File: config.mk
export PLATFORM = sky130hd
export DESIGN_NAME = uart_tx
export DESIGN_NICKNAME = d
export VERILOG_FILES = /design/src/rtl/uart_tx.sv
export SDC_FILE = /design/constraint.sdc
export NUM_CORES = 1
export LEC_CHECK = 0
export BUFFER_PORTS_ARGS = -buffer_cell sky130_fd_sc_hd__buf_2
export CAP_MARGIN = 20
export CORE_UTILIZATION = 60
export CTS_CLUSTER_DIAMETER = 80
export DETAILED_ROUTE_END_ITERATION = 10
export PLACE_DENSITY = 0.81
export REMOVE_ABC_BUFFERS = 1
export SETUP_SLACK_MARGIN = 0.02
export SLEW_MARGIN = 25
export SYNTH_ARGS = -nofsm -noshare
export SYNTH_HDL_FRONTEND = slang
export SYNTH_SLANG_ARGS = --single-unit
File: constraint.sdc
create_clock -name CLOCK_50 -period 3.3 [get_ports CLOCK_50]
set_input_delay 0.33 -clock CLOCK_50 [delete_from_list [all_inputs] [get_ports CLOCK_50]]
set_output_delay 0.33 -clock CLOCK_50 [all_outputs]
set_load 0.01 [all_outputs]
File: src/rtl/uart_tx.sv
// 8-bit UART transmitter: start, 8 data bits LSB first, stop; CPB = CLK_FREQ/BAUD clocks per bit.
// Define UART_TX_PARITY_EN to insert an even-parity bit between the data bits and the stop bit.
module uart_tx #(
  parameter int CLK_FREQ = 50000000,
  parameter int BAUD     = 115200
) (
  input  logic       CLOCK_50,
  input  logic       reset,
  input  logic [7:0] in_data,
  input  logic       in_valid,
  output logic       in_ready,
  output logic       UART_TXD,
  output logic       busy,
  output logic       tx_done
);

  localparam int CPB   = CLK_FREQ / BAUD;
  localparam int CNT_W = $clog2(CPB);

  generate
    if (CPB < 2) begin : g_cpb_check
      $error("uart_tx: CLK_FREQ/BAUD must be at least 2");
    end
  endgenerate

  typedef enum logic [2:0] {
    IDLE,
    START,
    DATA,
`ifdef UART_TX_PARITY_EN
    PARITY,
`endif
    STOP
  } state_e;

  state_e           state_q, state_d;
  logic [CNT_W-1:0] cnt_q, cnt_d;
  logic [2:0]       bit_q, bit_d;
  logic [7:0]       shreg_q, shreg_d;
  logic             txd_q, txd_d;
  logic             done_q, done_d;
  logic             rdy_q;
  logic             bit_end;
`ifdef UART_TX_PARITY_EN
  logic             par_q, par_d;
`endif

  assign bit_end  = (cnt_q == CNT_W'(CPB - 1));
  assign in_ready = rdy_q;
  assign UART_TXD = txd_q;
  assign busy     = (state_q != IDLE);
  assign tx_done  = done_q;

  always_comb begin
    state_d = state_q;
    cnt_d   = cnt_q + CNT_W'(1);
    bit_d   = bit_q;
    shreg_d = shreg_q;
    txd_d   = txd_q;
    done_d  = 1'b0;
`ifdef UART_TX_PARITY_EN
    par_d   = par_q;
`endif
    case (state_q)
      IDLE: begin
        cnt_d = '0;
        txd_d = 1'b1;
        // rdy_q is only ever set while idle and out of reset
        if (in_valid && rdy_q) begin
          state_d = START;
          shreg_d = in_data;
          txd_d   = 1'b0;
`ifdef UART_TX_PARITY_EN
          par_d   = ^in_data;
`endif
        end
      end
      START: begin
        if (bit_end) begin
          state_d = DATA;
          cnt_d   = '0;
          bit_d   = '0;
          txd_d   = shreg_q[0];
        end
      end
      DATA: begin
        if (bit_end) begin
          cnt_d   = '0;
          shreg_d = {1'b0, shreg_q[7:1]};
          if (bit_q == 3'd7) begin
`ifdef UART_TX_PARITY_EN
            state_d = PARITY;
            txd_d   = par_q;
`else
            state_d = STOP;
            txd_d   = 1'b1;
`endif
          end else begin
            bit_d = bit_q + 3'd1;
            txd_d = shreg_q[1];
          end
        end
      end
`ifdef UART_TX_PARITY_EN
      PARITY: begin
        if (bit_end) begin
          state_d = STOP;
          cnt_d   = '0;
          txd_d   = 1'b1;
        end
      end
`endif
      STOP: begin
        if (bit_end) begin
          state_d = IDLE;
          cnt_d   = '0;
          txd_d   = 1'b1;
          done_d  = 1'b1;
        end
      end
      default: begin
        state_d = IDLE;
        cnt_d   = '0;
        txd_d   = 1'b1;
      end
    endcase
  end

  always_ff @(posedge CLOCK_50) begin
    if (reset) begin
      state_q <= IDLE;
      cnt_q   <= '0;
      bit_q   <= '0;
      txd_q   <= 1'b1;
      done_q  <= 1'b0;
      rdy_q   <= 1'b0;
    end else begin
      state_q <= state_d;
      cnt_q   <= cnt_d;
      bit_q   <= bit_d;
      txd_q   <= txd_d;
      done_q  <= done_d;
      rdy_q   <= (state_d == IDLE);
    end
  end

  // Payload registers carry no reset; they are only consumed inside a frame.
  always_ff @(posedge CLOCK_50) begin
    shreg_q <= shreg_d;
`ifdef UART_TX_PARITY_EN
    par_q   <= par_d;
`endif
  end

endmodule

==> out/results.txt, run 1 <==
Core ar.: 1820 µm²
row count: 15
count of cell types in the netlist: 38
via/cell ratio: 5.37
final-report hold violation count: 0
CTS max path bufs: 2
post-route ant nets: 0
# hold bufs at CTS: 0
min cycle time layout: 1.86 ns
WL/cell: 13.1 µm
Mapped Avg Cell Area: 10.7 µm²
RSZ-0062 raised after global routing: false
FMAX: 0.537 GHz
CTS tree: built
Setup Viol. Count Final: 0
ys async rst share: 0%
setup TNS: 0 ns
CP required: 3.54 ns
setup repair bufs after CTS: 0
register area: 601 µm²
CP Launch Type: flop
DP HPWL: 1530 µm
Tcrit/Tclk final: 56.5%
cell mode on critical path: ha_1
Final Worst Setup Slack: 1.44 ns
final RePlAce weighted congestion: 0.785
status: completed
most common cell after layout, fill and taps aside: dfxtp_1
VDD IR max: 0.350 mV
Seq/Total Area, Yosys: 48.9%
Root Buffer: clkbuf_4
CTS Buf Count: 3
GRT Overall Usage: 21.8%
drt first-iter violations: 10
slowest library cell on the worst path: or3b_4
metal2 WL: 993 µm
largest net degree at the start of global routing: 15
yosys warns: 0
area of the die: 2230 µm²
crit-path cells: ha_1 > ha_1 > or3b_4 > a2111oi_4 > nor3b_1 > a21o_1
# port buffers: 14
met3 wire length: 47 µm
# fillers: 132
area of the multi-input gates: 597 µm²
total power draw: 0.527 mW
FF+latch count, synth: 26
ANT cells: 0
Crit Path Category: reg -> reg
Highest Signal Layer: met4
mapped cell area: 1230 µm²
DRC: 0
fraction of layout instances using a drive strength above 1: 26.2%
Post-synth EDFFs: 8
vias post-DR: 833
area grow syn2layout: 10.3%
DRT Pass-1 Iters: 4
worst min-delay path category: in -> reg
Critical Path Sink Type: flop
PostCTS Resize Cnt: 0
CTS sink cnt: 26
Die Ht: 47.2 µm
Die Span X: 47.2 µm
clock insertion delay at the later pin of the skew report: 0.33 ns
Clk pin slew, worst setup/hold paths: 0.14 ns
pwr dens: 389 nW/µm²
# IOs: 15
Fin Clk Skew: 0.00725 ns
commonest register cell after synthesis: dfxtp_1
WL final: 2040 µm
total gr overflow: 0
delay of the slowest critical-path stage: 0.39 ns
Metal-1 WL: 968 µm
H-tree Lvls: 1
maximum fanout along the worst path: 4
Cells after Synth: 115
first-pass GRT wire length: 3370 µm
most frequent cells in the layout: 18 x dfxtp_1, 14 x nor2_1, 14 x buf_2
# Max-Cap Violations: 0
Initial Util: 67.4%
Slew Limit Fails: 0
crit path DAT: 2.10 ns
final net count: 146
vias in the first global route: 808
Leak: 0.512 nW
pre-CTS setup slack: 1.45 ns
antenna violations before repair: 0
stage by stage:
stage	hold WS [ns]	utilization [%]	area [µm²]	std cells
CTS	0.275	74.4	1350	155
global route	0.293	74.4	1350	155
floorplan	0.399	-	1210	111
finish	0.268	74.4	1350	155
global placement	0.442	72.4	1320	151
detailed placement	0.452	72.4	1320	151
cells by family (layout without fill, tap and decap cells):
family / count (synthesis) / in the layout / share of synthesized area [%]
flip-flops: 26 / 26 / 48.9
AND/OR/NAND/NOR: 52 / 52 / 24.1
multiplexers: 9 / 9 / 8.46
buffers and inverters: 7 / 22 / 2.45
other: 1 / 1 / 0.306
adder cells (fa/ha/maj): 4 / 4 / 4.08
AO/OA/AOI/OAI: 8 / 8 / 6.01
XOR/XNOR: 8 / 8 / 5.71
routing by layer:
layer | vias up | track usage, %
met2 | 15 | 37.8
met4 | 0 | 6.86
li1 | 430 | -
met1 | 386 | 27.4
met5 | - | 0
met3 | 2 | 3.46
synthesized netlist by cell type, types with 2 or more instances:
library cell  number  area share, %
ha_1               4            4.1
xor2_1             4            2.9
mux2_2             7            6.4
a21o_1             2            1.2
nor3b_1            3            1.8
edfxtp_1           8             20
nor2_1            14            4.3
nand2b_1           2            1.0
inv_1              3           0.92
buf_2              3            1.2
nand2_1           10            3.1
nor3_1             4            1.6
and3_2             2            1.2
o21ai_0            3            1.2
nand3_1            3            1.2
xnor2_1            4            2.9
dfxtp_1           18             29
worst max-delay path: cells and delay by family, from the launching register on:
kind | cells | cell delay [ns]
adder cells (fa/ha/maj) | 2 | 0.42
flip-flops | 1 | 0.35
AO/OA/AOI/OAI | 2 | 0.50
AND/OR/NAND/NOR | 2 | 0.49
cell type report:
cell class                      instances  area share [%]
Inverter                                3           0.832
Tap cell                               25            2.31
Sequential cell                        26            44.4
Clock buffer                            4            2.68
Timing Repair Buffer                   15            5.73
Multi-Input combinational cell         82            44.1
final timing paths:
path         depth (start not counted)    endpoint     start  slack, ns
min reg2reg                          1    cnt_q[0]  cnt_q[0]       0.47
min                                  2  state_q[0]     reset       0.27
max                                  6    bit_q[2]  bit_q[0]       1.44
max reg2reg                          6    bit_q[2]  bit_q[0]       1.44
where the power goes:
part	switching [mW]	internal, mW	total (mW)
sequential	0.00425	0.335	0.340
clock	0.0945	0.0676	0.162
combinational	0.0120	0.0132	0.0252
registers in the layout (all words and copies together) (netlist names):
| signal | flops |
|---|---|
| in_ready | 1 |
| bit_q | 3 |
| shreg_q | 8 |
| state_q | 3 |
| cnt_q | 9 |
| tx_done | 1 |
| UART_TXD | 1 |
Power figures use the tool's default switching activity.
==> inputs of run 2 (changes only) <==
Settings changed: CORE_UTILIZATION 60 to 50, PLACE_DENSITY 0.81 to 0.72.
Clock period 3.3 ns to 1.7 ns, I/O delays scaled along.
==> run 2 against run 1 <==
Against the previous run: utilization fell by 8.3 points; sequential share of layout area fell by 3.9 points; design area rose by 10%; critical path type unchanged; global-route usage fell by 2.4 points; the run now ends with setup timing left; clock skew barely moved; non-clock buffer count rose by 13; worst hold slack got worse by 0.13 ns; die area rose by 19%.
==> out/results.txt, run 2 (synthesized netlist as in run 1, its figures left out) <==
most frequent cells in the layout: 16 x dfxtp_1, 14 x nor2_1, 14 x buf_2, 14 x buf_4, 9 x nand2_1
power share of the combinational group: 6.2%
clock network fraction of total power: 26.8%
# IOs: 15
Worst R2R Start: bit_q[0]
Net Sw Power: 0.212 mW
Worst Hold End: state_q[0]
hold path startpoint: reset
largest net degree at the start of global routing: 15
row count: 17
total gr overflow: 0
ANT cells: 0
sequential share of power: 67.0%
r2r setup slk: -0.07 ns
Crit Path Category: reg -> reg
Placed Cells: 166
CP required: 1.92 ns
CP Launch Type: flop
via/cell ratio: 5.18
setup TNS: -0.178 ns
vias post-DR: 885
Top Registers: cnt_q (9), shreg_q (8)
# Max-Cap Violations: 0
maximum fanout along the worst path: 3
CTS tree: built
Die Ht: 51.5 µm
final-report hold violation count: 0
R2R depth: 6
Leak: 0.576 nW
crit path DAT: 1.99 ns
GRT Overall Usage: 19.4%
worst min-delay path category: in -> reg
sw frac: 21.6%
DP HPWL: 1730 µm
CTS Buf Count: 3
GRT met1 Usage: 22.8%
Root Buffer: clkbuf_4
Initial Util: 54.4%
Tcrit/Tclk final: 104%
fraction of layout instances using a drive strength above 1: 37.8%
max reg flops: 9
VDD IR max: 0.538 mV
most common cell after layout, fill and taps aside: dfxtp_1
pwr dens: 657 nW/µm²
final RePlAce weighted congestion: 0.782
final net count: 159
WL/cell: 13.2 µm
Global Route met3 Usage: 3.51%
area of the die: 2660 µm²
vias in the first global route: 883
Final Worst Setup Slack: -0.0668 ns
area grow syn2layout: 21.3%
CTS max path bufs: 2
status: finished with violations
WL final: 2250 µm
Pint: 0.767 mW
pre-CTS setup slack: -0.106 ns
clock insertion delay at the later pin of the skew report: 0.32 ns
post-route ant nets: 0
Die Span X: 51.5 µm
Hold Crit Depth: 2
area of the multi-input gates: 638 µm²
# port buffers: 14
Fin Clk Skew: 0.00698 ns
DRT Pass-1 Iters: 4
Cell Count, Final, Fillers Out: 171
largest register by flop count: cnt_q
Setup Viol. Count Final: 3
Core ar.: 2250 µm²
R2R Path End: bit_q[1]
failing checks: setup timing
RSZ-0062 raised after global routing: true
antenna violations before repair: 0
register area: 603 µm²
Critical Path Sink Type: flop
Clk pin slew, worst setup/hold paths: 0.14 ns
Slew Limit Fails: 0
busiest grt layer: met2
H-tree Lvls: 1
first-pass GRT wire length: 3770 µm
min cycle time layout: 1.77 ns
# fillers: 201
met2 Use GR: 34.4%
DRC: 0
CTS sink cnt: 26
FMAX: 0.566 GHz
drt first-iter violations: 9
-- run 2: worst max-delay path: stages (launching register included) --
cell	delay [ns]
dfxtp_2	0.36
ha_4	0.16
ha_4	0.15
or3b_4	0.38
a2111oi_4	0.38
nor3b_1	0.09
a21o_1	0.16
-- run 2: metal layers --
metal,vias up,share of wire [%]
met5,-,0
met3,8,2.6
met2,16,49
met1,406,45
met4,0,2.4
li1,455,-
-- run 2: power by group through the flow --
stage	clock network [mW]	logic [mW]	registers, mW
final	0.263	0.0602	0.656
after global routing	0.301	0.0662	0.658
after CTS	0.274	0.0593	0.656
after detailed placement	0	0.0591	0.670
after global placement	0	0.0564	0.669
after floorplan	0	0.0258	0.672
-- run 2: final cells by class --
cell class / count / share of cell area, %
tap: 28 / 2.35
inverter: 3 / 0.756
timing repair buffer: 28 / 11.8
clock inverter: 1 / 0.252
sequential: 26 / 40.5
clock buffer: 3 / 1.51
multi-input combinational: 82 / 42.9
-- run 2: through the flow --
stage | cell area [µm²] | power (mW) | utilization, % | hold WS [ns]
2_1_floorplan | 1210 | 0.698 | - | 0.239
3_3_place_gp | 1410 | 0.725 | 62.6 | 0.462
3_5_place_dp | 1410 | 0.729 | 62.6 | 0.472
4_1_cts | 1480 | 0.989 | 65.5 | 0.125
5_1_grt | 1490 | 1.02 | 66.0 | 0.119
6_report | 1490 | 0.979 | 66.0 | 0.141
-- run 2: worst max-delay path by stage --
| stage | startpoint | to | slack [ns] | cells after the start |
|---|---|---|---|---|
| 2_1_floorplan | state_q[1] | shreg_q[0] | -0.26 | 3 |
| 3_3_place_gp | bit_q[0] | bit_q[2] | -0.01 | 6 |
| 3_5_place_dp | bit_q[0] | bit_q[0] | -0.11 | 6 |
| 4_1_cts | bit_q[0] | bit_q[1] | -0.07 | 6 |
| 5_1_grt | bit_q[0] | bit_q[1] | -0.13 | 6 |
| 6_report | bit_q[0] | bit_q[1] | -0.07 | 6 |
-- run 2: timing repair --
action,4_1_cts,5_1_grt
setup buffers,1,0
pin swaps,1,0
hold buffers,0,0
gates resized for setup,8,3
setup endpoints to repair,3,26
